`config.mk`:
```
export PLATFORM = sky130hd
export DESIGN_NAME = pipe_stage_buf
export DESIGN_NICKNAME = d
export VERILOG_FILES = /design/src/rtl/pipe_pkg.sv /design/src/rtl/sat_counter.sv /design/src/rtl/pipe_stage_buf.sv
export SDC_FILE = /design/constraint.sdc
export NUM_CORES = 1
export LEC_CHECK = 0
export CAP_MARGIN = 5
export CORE_UTILIZATION = 49
export DETAILED_ROUTE_END_ITERATION = 8
export GPL_ROUTABILITY_DRIVEN = 0
export PLACE_DENSITY = 0.8
export SLEW_MARGIN = 40
export SYNTH_ARGS = -nofsm -noshare
export SYNTH_HDL_FRONTEND = slang
export SYNTH_SLANG_ARGS = --single-unit
```
`constraint.sdc`:
```
create_clock -name clk -period 2.4 [get_ports clk]
set_input_delay 0.72 -clock clk [delete_from_list [all_inputs] [get_ports clk]]
set_output_delay 0.72 -clock clk [all_outputs]
set_load 0.02 [all_outputs]
```
`src/rtl/pipe_pkg.sv`:
```
// pipe_pkg: per-stage pipeline bundle types, their widths and the skid buffer state encoding
package pipe_pkg;
  typedef struct packed {
    logic predict_taken;
  } if_id_ctrl_t;
  typedef struct packed {
    logic [31:0] pc_plus4;
    logic [31:0] instr;
  } if_id_data_t;
  typedef struct packed {
    logic       reg_write;
    logic       mem_to_reg;
    logic       mem_write;
    logic       branch;
    logic       alu_src;
    logic       reg_dst;
    logic       jump;
    logic [4:0] alu_control;
  } id_ex_ctrl_t;
  typedef struct packed {
    logic [31:0] rd1;
    logic [31:0] sign_imm;
    logic [4:0]  rs;
    logic [4:0]  rt;
    logic [4:0]  rd;
    logic [5:0]  funct;
  } id_ex_data_t;
  typedef struct packed {
    logic reg_write;
    logic mem_to_reg;
    logic mem_write;
  } ex_mem_ctrl_t;
  typedef struct packed {
    logic [31:0] alu_out;
    logic [31:0] write_data;
    logic [4:0]  write_reg;
  } ex_mem_data_t;
  typedef struct packed {
    logic reg_write;
    logic mem_to_reg;
  } mem_wb_ctrl_t;
  typedef struct packed {
    logic [31:0] read_data;
    logic [31:0] alu_out;
    logic [4:0]  write_reg;
  } mem_wb_data_t;
  localparam int IF_ID_CTRL_W  = $bits(if_id_ctrl_t);
  localparam int IF_ID_DATA_W  = $bits(if_id_data_t);
  localparam int ID_EX_CTRL_W  = $bits(id_ex_ctrl_t);
  localparam int ID_EX_DATA_W  = $bits(id_ex_data_t);
  localparam int EX_MEM_CTRL_W = $bits(ex_mem_ctrl_t);
  localparam int EX_MEM_DATA_W = $bits(ex_mem_data_t);
  localparam int MEM_WB_CTRL_W = $bits(mem_wb_ctrl_t);
  localparam int MEM_WB_DATA_W = $bits(mem_wb_data_t);
  typedef enum logic [1:0] {
    EMPTY = 2'd0,
    ONE   = 2'd1,
    FULL  = 2'd2
  } skid_state_e;
endpackage

```
`src/rtl/sat_counter.sv`:
```
// sat_counter: saturating up-counter with synchronous clear taking priority over increment
module sat_counter #(
  parameter int W = 16
) (
  input  logic         clk,
  input  logic         rst_n,
  input  logic         inc_i,
  input  logic         clr_i,
  output logic [W-1:0] cnt_o
);
  logic [W-1:0] cnt_q, cnt_d;
  // next count: clear wins, increment stops at all-ones
  always_comb cnt_d = clr_i ? '0 : (inc_i && cnt_q != '1) ? cnt_q + W'(1) : cnt_q;
  // count register
  always_ff @(posedge clk or negedge rst_n)
    if (!rst_n) cnt_q <= '0;
    else        cnt_q <= cnt_d;
  assign cnt_o = cnt_q;
endmodule

```
`src/rtl/pipe_stage_buf.sv`:
```
// pipe_stage_buf: valid/ready pipeline register with flush, optional 2-entry skid buffer and bubble counter
module pipe_stage_buf
  import pipe_pkg::*;
#(
  parameter int CTRL_W = ID_EX_CTRL_W,
  parameter int DATA_W = ID_EX_DATA_W,
  parameter int SKID   = 1,
  parameter int CNT_W  = 16
) (
  input  logic              clk,
  input  logic              rst_n,
  input  logic              flush,
  input  logic              in_valid,
  output logic              in_ready,
  input  logic [CTRL_W-1:0] in_ctrl,
  input  logic [DATA_W-1:0] in_data,
  output logic              out_valid,
  input  logic              out_ready,
  output logic [CTRL_W-1:0] out_ctrl,
  output logic [DATA_W-1:0] out_data,
  output logic [CNT_W-1:0]  bubble_cnt,
  input  logic              bubble_clr
);
  localparam int EW = CTRL_W + DATA_W;
  logic          accept, pop;
  logic [EW-1:0] head, in_ent;
  assign accept = in_valid & in_ready;
  assign pop    = out_valid & out_ready;
  assign in_ent = {in_ctrl, in_data};
  generate
    if (SKID == 0) begin : g_reg
      logic          valid_q, valid_d;
      logic [EW-1:0] ent_q, ent_d;
      // load on accept, empty on pop, everything cleared on flush
      always_comb begin
        valid_d = flush ? 1'b0 : accept ? 1'b1 : pop ? 1'b0 : valid_q;
        ent_d   = flush ? '0 : accept ? in_ent : pop ? '0 : ent_q;
      end
      // single holding register
      always_ff @(posedge clk or negedge rst_n)
        if (!rst_n) begin
          valid_q <= 1'b0;
          ent_q   <= '0;
        end else begin
          valid_q <= valid_d;
          ent_q   <= ent_d;
        end
      // ready combinationally follows downstream when the register is occupied
      always_comb begin
        in_ready  = ~valid_q | out_ready;
        out_valid = valid_q;
        head      = ent_q;
      end
    end else begin : g_skid
      skid_state_e   state_q, state_d;
      logic          rdy_q, rdy_d;
      logic [EW-1:0] main_q, main_d, skid_q, skid_d;
      // state, entries and the registered ready
      always_ff @(posedge clk or negedge rst_n)
        if (!rst_n) begin
          state_q <= EMPTY;
          rdy_q   <= 1'b0;
          main_q  <= '0;
          skid_q  <= '0;
        end else begin
          state_q <= state_d;
          rdy_q   <= rdy_d;
          main_q  <= main_d;
          skid_q  <= skid_d;
        end
      // next state and entry movement; main always holds the oldest entry
      always_comb begin
        state_d = flush ? EMPTY :
                  (state_q == EMPTY) ? (accept ? ONE : EMPTY) :
                  (state_q == ONE)   ? ((accept && !pop) ? FULL : (!accept && pop) ? EMPTY : ONE) :
                                       (pop ? ONE : FULL);
        main_d  = flush ? '0 :
                  (pop || state_q == EMPTY) ? ((state_q == FULL) ? skid_q : accept ? in_ent : '0) :
                  main_q;
        skid_d  = flush ? '0 :
                  (state_q == ONE && accept && !pop) ? in_ent :
                  (state_q == FULL && pop) ? '0 : skid_q;
        rdy_d   = state_d != FULL;
      end
      // outputs come straight from registers, so no out_ready-to-in_ready path exists
      always_comb begin
        in_ready  = rdy_q;
        out_valid = state_q != EMPTY;
        head      = main_q;
      end
    end
  endgenerate
  assign out_ctrl = head[EW-1 -: CTRL_W];
  assign out_data = head[DATA_W-1:0];
  sat_counter #(.W(CNT_W)) u_bubble (
    .clk  (clk),
    .rst_n(rst_n),
    .inc_i(out_ready & ~out_valid),
    .clr_i(bubble_clr),
    .cnt_o(bubble_cnt)
  );
endmodule

```
# ---- Yosys cells after proc, flatten, opt, wreduce, memory -nomap -nowiden
# Cells that the tools add are included.
dict set report totals {
  ff_bits 213
  output_inout_bits 115
  wordCells 44
}
dict set report op_classes {
  add_sub_neg 1
  eq_ne 4
  mux 16
  n_bitwise 4
  reduce_logical 14
}
# op count
set op_table {}
lappend op_table {{two-way mux 97 bit} 7}
lappend op_table {{two-way mux 16 bit} 2}
lappend op_table {{adder 16 x 1 -> 16 bit, second input constant} 1}
lappend op_table {{inequality test 16 bit, second input constant} 1}
lappend op_table {{two-way mux 2 bit} 5}
lappend op_table {{logical AND 1 bit} 6}
lappend op_table {{nonzero test 2 bit} 3}
lappend op_table {{AND 1 bit} 3}
lappend op_table {{nonzero test 3 bit} 1}
lappend op_table {{equality test 2 x 1 -> 1 bit, second input constant} 1}
lappend op_table {{equality test 2 bit, second input constant} 1}
lappend op_table {{logical NOT 1 bit} 2}
lappend op_table {{logical NOT 2 bit} 1}
lappend op_table {{two-way mux 1 bit} 2}
lappend op_table {{inequality test 2 bit, second input constant} 1}
lappend op_table {{logical OR 1 bit} 1}
lappend op_table {{inverter 1 bit} 1}

# ---- Depth between registers and ports, before layout
dict set report logic_depth {
  ltp_word 9
  mapped_depth 7
}

# ---- By module
# Synthesis repeated with hierarchy kept, for this count alone.
dict set report unflattened {
  cells_unflattened 884
  area_unflattened_um2 9310.2
}
# mod n_inst cells_each area_each_um2 seq_area_each_um2
set by_module_without_submodules {}
lappend by_module_without_submodules {pipe_stage_buf 1 786 8368.0 4929.7}
lappend by_module_without_submodules {sat_counter 1 98 942.2 400.4}

# ---- Least setup slack after synthesis
# No wires, ideal clock.
dict set report synth_timing {
  kind {input to register}
  start {input port out_ready}
  end {register u_bubble.cnt_q[9], in the netlist u_bubble.cnt_o[9]}
  setup_time_ps 78
  t_arrival_ps 2261
  required_ps 2322
  path_slack_ps 61
  stages 6
  cell_sequence {or3b_1 -> clkbuf_1 -> or3_1 -> buf_2 -> or4_1 -> a21oi_1}
}
dict set report synth_between {
  elab_chain_cells 3
}
# element line
set synth_rtl {}
lappend synth_rtl {{start: declaration} pipe_stage_buf.sv:18} ;# input logic out_ready,
lappend synth_rtl {{AND 1 bit} pipe_stage_buf.sv:98} ;# .inc_i(out_ready & ~out_valid),
lappend synth_rtl {{logical AND 1 bit} sat_counter.sv:13} ;# always_comb cnt_d = clr_i ? '0 : (inc_i && cnt_q != '1) ? cnt_q + W'(1) : cnt_q;
lappend synth_rtl {{nonzero test 2 bit (no source line)} -}
lappend synth_rtl {{end signal: assignment} sat_counter.sv:17} ;# else cnt_q <= cnt_d;
lappend synth_rtl {{end: declaration} sat_counter.sv:11} ;# logic [W-1:0] cnt_q, cnt_d;
# No other way between the ends.
# A chain may end at the register's enable or synchronous reset.

# ---- Worst setup path after layout
dict set report layout_timing {
  start {register u_bubble.cnt_q[8], in the netlist u_bubble.cnt_o[8]}
  end {output port bubble_cnt[8]}
}
# element line
set layout_rtl {}
lappend layout_rtl {{end: declaration} pipe_stage_buf.sv:21} ;# output logic [CNT_W-1:0] bubble_cnt,
# No word-level cell between the ends.

==> flow_metrics.py <==
metrics = {
    "status": {
        "status": "complete, no violations",
    },
    "clocking": {
        "postCtsResizedCells": 2,
        "cts_root_buf": "clkbuf_16",
        "worstSkewPairLatency_ns": 0.50,
        "htree_levels": 1,
        "cts_setup_buffers": 0,
        "cts_buffers": 22,
        "clk_pin_slew_ns": 0.06,
        "clock_path_buffers": 3,
        "clock-sinks": 213,
        "hold_buffers": 0,
        "cts_tree": "built",
    },
    "pwr": {
        "ir_drop_mv": 0.497,
        "p_int_mw": 6.28,
        "powerDensity_nw_per_um2": 681,
        "combPwrFrac_pct": 12.6,
        "pwr-share-clk_pct": 41.4,
        "p_sw_mw": 1.97,
        "switching_share_pct": 23.9,
        "p_seq_share_pct": 46.0,
        "p_leak_nw": 5.20,
    },
    "cells_and_area": {
        "nets": 1085,
        "drive_gt1_share_pct": 8.86,
        "area_growth_pct": 40.8,
        "fillers": 1235,
    },
    "worst_setup_path": {
        "cpPeakStageDelay_ns": 0.65,
        "worst-path-buf-inv": 1,
        "critPathArrivalTime_ns": 1.62,
        "path_class": "reg2out",
        "reg2regPathDepth": 4,
        "crit_chain": "clkdlybuf4s50_1",
        "critPathTopFamily": "buffers and inverters",
        "crit_cells": 1,
        "crit_path_max_fanout": 7,
        "crit_path_end_kind": "output port",
        "critPathLaunchType": "flop",
        "crit_path_top_delay_cell": "clkdlybuf4s50_1",
        "cp.required_ns": 1.68,
    },
    "timing": {
        "holdWs_ns": 0.181,
        "tns_ns": 0,
        "hold_violations": 0,
        "fin_skew_ns": 0.0111,
        "drv_slew": 0,
        "rsz0062_at_grt": "no",
        "post-route-period-util_pct": 97.6,
        "period_minus_slack_ns": 2.34,
        "fmax_mhz": 427,
        "finalSetupViolCount": 0,
        "tightest_slew_ns": 0.653,
        "relSlewSlack_pct": 56.4,
    },
    "floorplanning": {
        "coreArea_um2": 17200,
        "fp.dieH_um": 134,
        "die_area_um2": 18100,
        "io_pins": 218,
        "rows": 48,
        "initial_utilization_pct": 49.9,
        "fp.dieW_um": 134,
    },
    "grt": {
        "grt_pass1_wl_um": 37700,
        "antenna_found_initial": 1,
        "grt_start_max_net_pins": 69,
        "grt_overflow_total": 0,
        "grt_pass1_vias": 7270,
        "globalRouteTotalUtil_pct": 25.9,
    },
    "hold_path": {
        "hold_path_class": "in2async",
    },
    "synth": {
        "synth_cells": 764,
        "synth_ff_type": "dfrtp_1",
        "yosysWarnings": 0,
        "yosysUniqueCellTypes": 32,
        "synth_seq_cells": 213,
        "synth_edf_count": 0,
        "synthesis.nets": 868,
        "yosysSeqAreaShare_pct": 62.0,
        "avgSynthCellArea_um2": 11.3,
        "ys_async_sr_fraction_pct": 100,
        "synth_area_um2": 8600,
    },
    "detailed_routing": {
        "drtAntennaViolNets": 0,
        "vias_per_cell": 6.00,
        "drtIter0Drc": 606,
        "drt_pre_antenna_iters": 6,
        "wl_per_cell_um": 19.4,
        "postRouteWirelength_um": 23600,
        "vias": 7313,
        "drc": 0,
    },
    "flow_run": {
        "drv_cap": 0,
    },
    "placed_design": {
        "hpwl_um": 15300,
        "numPortBuffers": 217,
    },
}
## logic make-up after synthesis
kind of cell / synth area share (%)
compound gates: 26.2
fa+ha+maj: 0.146
buf+inv: 3.19
flops: 62.0
mux: 0.393
simple gates: 8.08
## worst paths after layout
path / startpoint / slack (ns) / endpoint
worst max-delay path: u_bubble.cnt_o[8] / 0.06 / bubble_cnt[8]
worst min-delay path: rst_n / 0.18 / g_skid.main_q[10]
worst max register to register: g_skid.state_q[1] / 0.35 / u_bubble.cnt_o[15]
worst min register to register: g_skid.main_q[79] / 0.48 / g_skid.main_q[79]
max in group asynchronous: rst_n / 1.57 / u_bubble.cnt_o[5]
min in group clk: g_skid.main_q[79] / 0.48 / g_skid.main_q[79]
## metal layers
layer | share of wire (%) | vias to the layer above | global-route usage [%] | wire length, µm
li1 | - | 3301 | - | -
met1 | 43 | 3663 | 36.1 | 10100
met2 | 48 | 316 | 42.2 | 11300
met3 | 7.9 | 33 | 4.95 | 1860
met4 | 1.3 | 0 | 6.18 | 317
met5 | 0 | - | 0 | 0
## flip-flops by register name, indices dropped and copies added, names as in the netlist
register,flops
g_skid.main_q,97
g_skid.skid_q,97
u_bubble.cnt_o,16
g_skid.state_q,2
in_ready,1
## Yosys cell counts (2+ instances only)
library cell | instances | area (µm²)
dfrtp_1 | 213 | 5330
nand2_1 | 106 | 398
o21ai_0 | 100 | 500
a22o_1 | 97 | 850
a22oi_1 | 97 | 728
clkbuf_1 | 59 | 221
a21oi_1 | 13 | 65.1
or4_1 | 11 | 82.6
nor2_1 | 9 | 33.8
o31ai_1 | 8 | 60.1
buf_1 | 6 | 22.5
nand3_1 | 6 | 30.0
inv_1 | 4 | 15.0
nand4_1 | 4 | 25.0
buf_2 | 3 | 15.0
mux2_2 | 3 | 33.8
nor2b_1 | 3 | 18.8
nor4_1 | 3 | 18.8
or3_1 | 3 | 18.8
nor3b_1 | 2 | 15.0
o21bai_1 | 2 | 15.0
o41ai_1 | 2 | 17.5
## power by group through the flow
stage | Clock (mW) | Combinational [mW] | Sequential, mW
after floorplan | 0 | 0.282 | 3.95
final | 3.42 | 1.04 | 3.80
after CTS | 3.47 | 1.04 | 3.80
after global routing | 3.62 | 1.11 | 3.81
after detailed placement | 0 | 1.04 | 3.86
after global placement | 0 | 1.02 | 3.85
## layout make-up
class                   count  area [µm²]  share of cell area (%)
multi-input cells         479        3050                    25.2
clock buffers              33         653                    5.39
clock inverters             3        65.1                   0.537
repair buffers            261        2710                    22.4
inverters                   4        15.0                   0.124
diodes                      1        2.50                  0.0207
well taps                 225         282                    2.33
flip-flops and latches    213        5330                    44.0
## cell usage in the layout, fill, tap and decap left out, types with 13 or more instances in the layout
cell             Yosys  final
buf_12               0     16
a22oi_1             97     97
clkbuf_16            0     23
dfrtp_1            213    212
a21oi_1             13     13
o21ai_0            100    100
nand2_1            106    106
clkdlybuf4s50_1      0    215
a22o_1              97     97
buf_4                0     28
## stage by stage
step	instance area, µm²	worst slack [ns]	cells	power (mW)	util (%)
finish	12100	0.0577	1219	8.25	70.2
global route	12100	0.00240	1218	8.53	70.2
global placement	11400	-0.323	1182	4.88	66.1
floorplan	8600	0.0608	764	4.24	-
CTS	12100	0.0492	1218	8.31	70.2
detailed placement	11400	-0.329	1182	4.90	66.1
No activity file was read; power rests on OpenSTA's default activity.
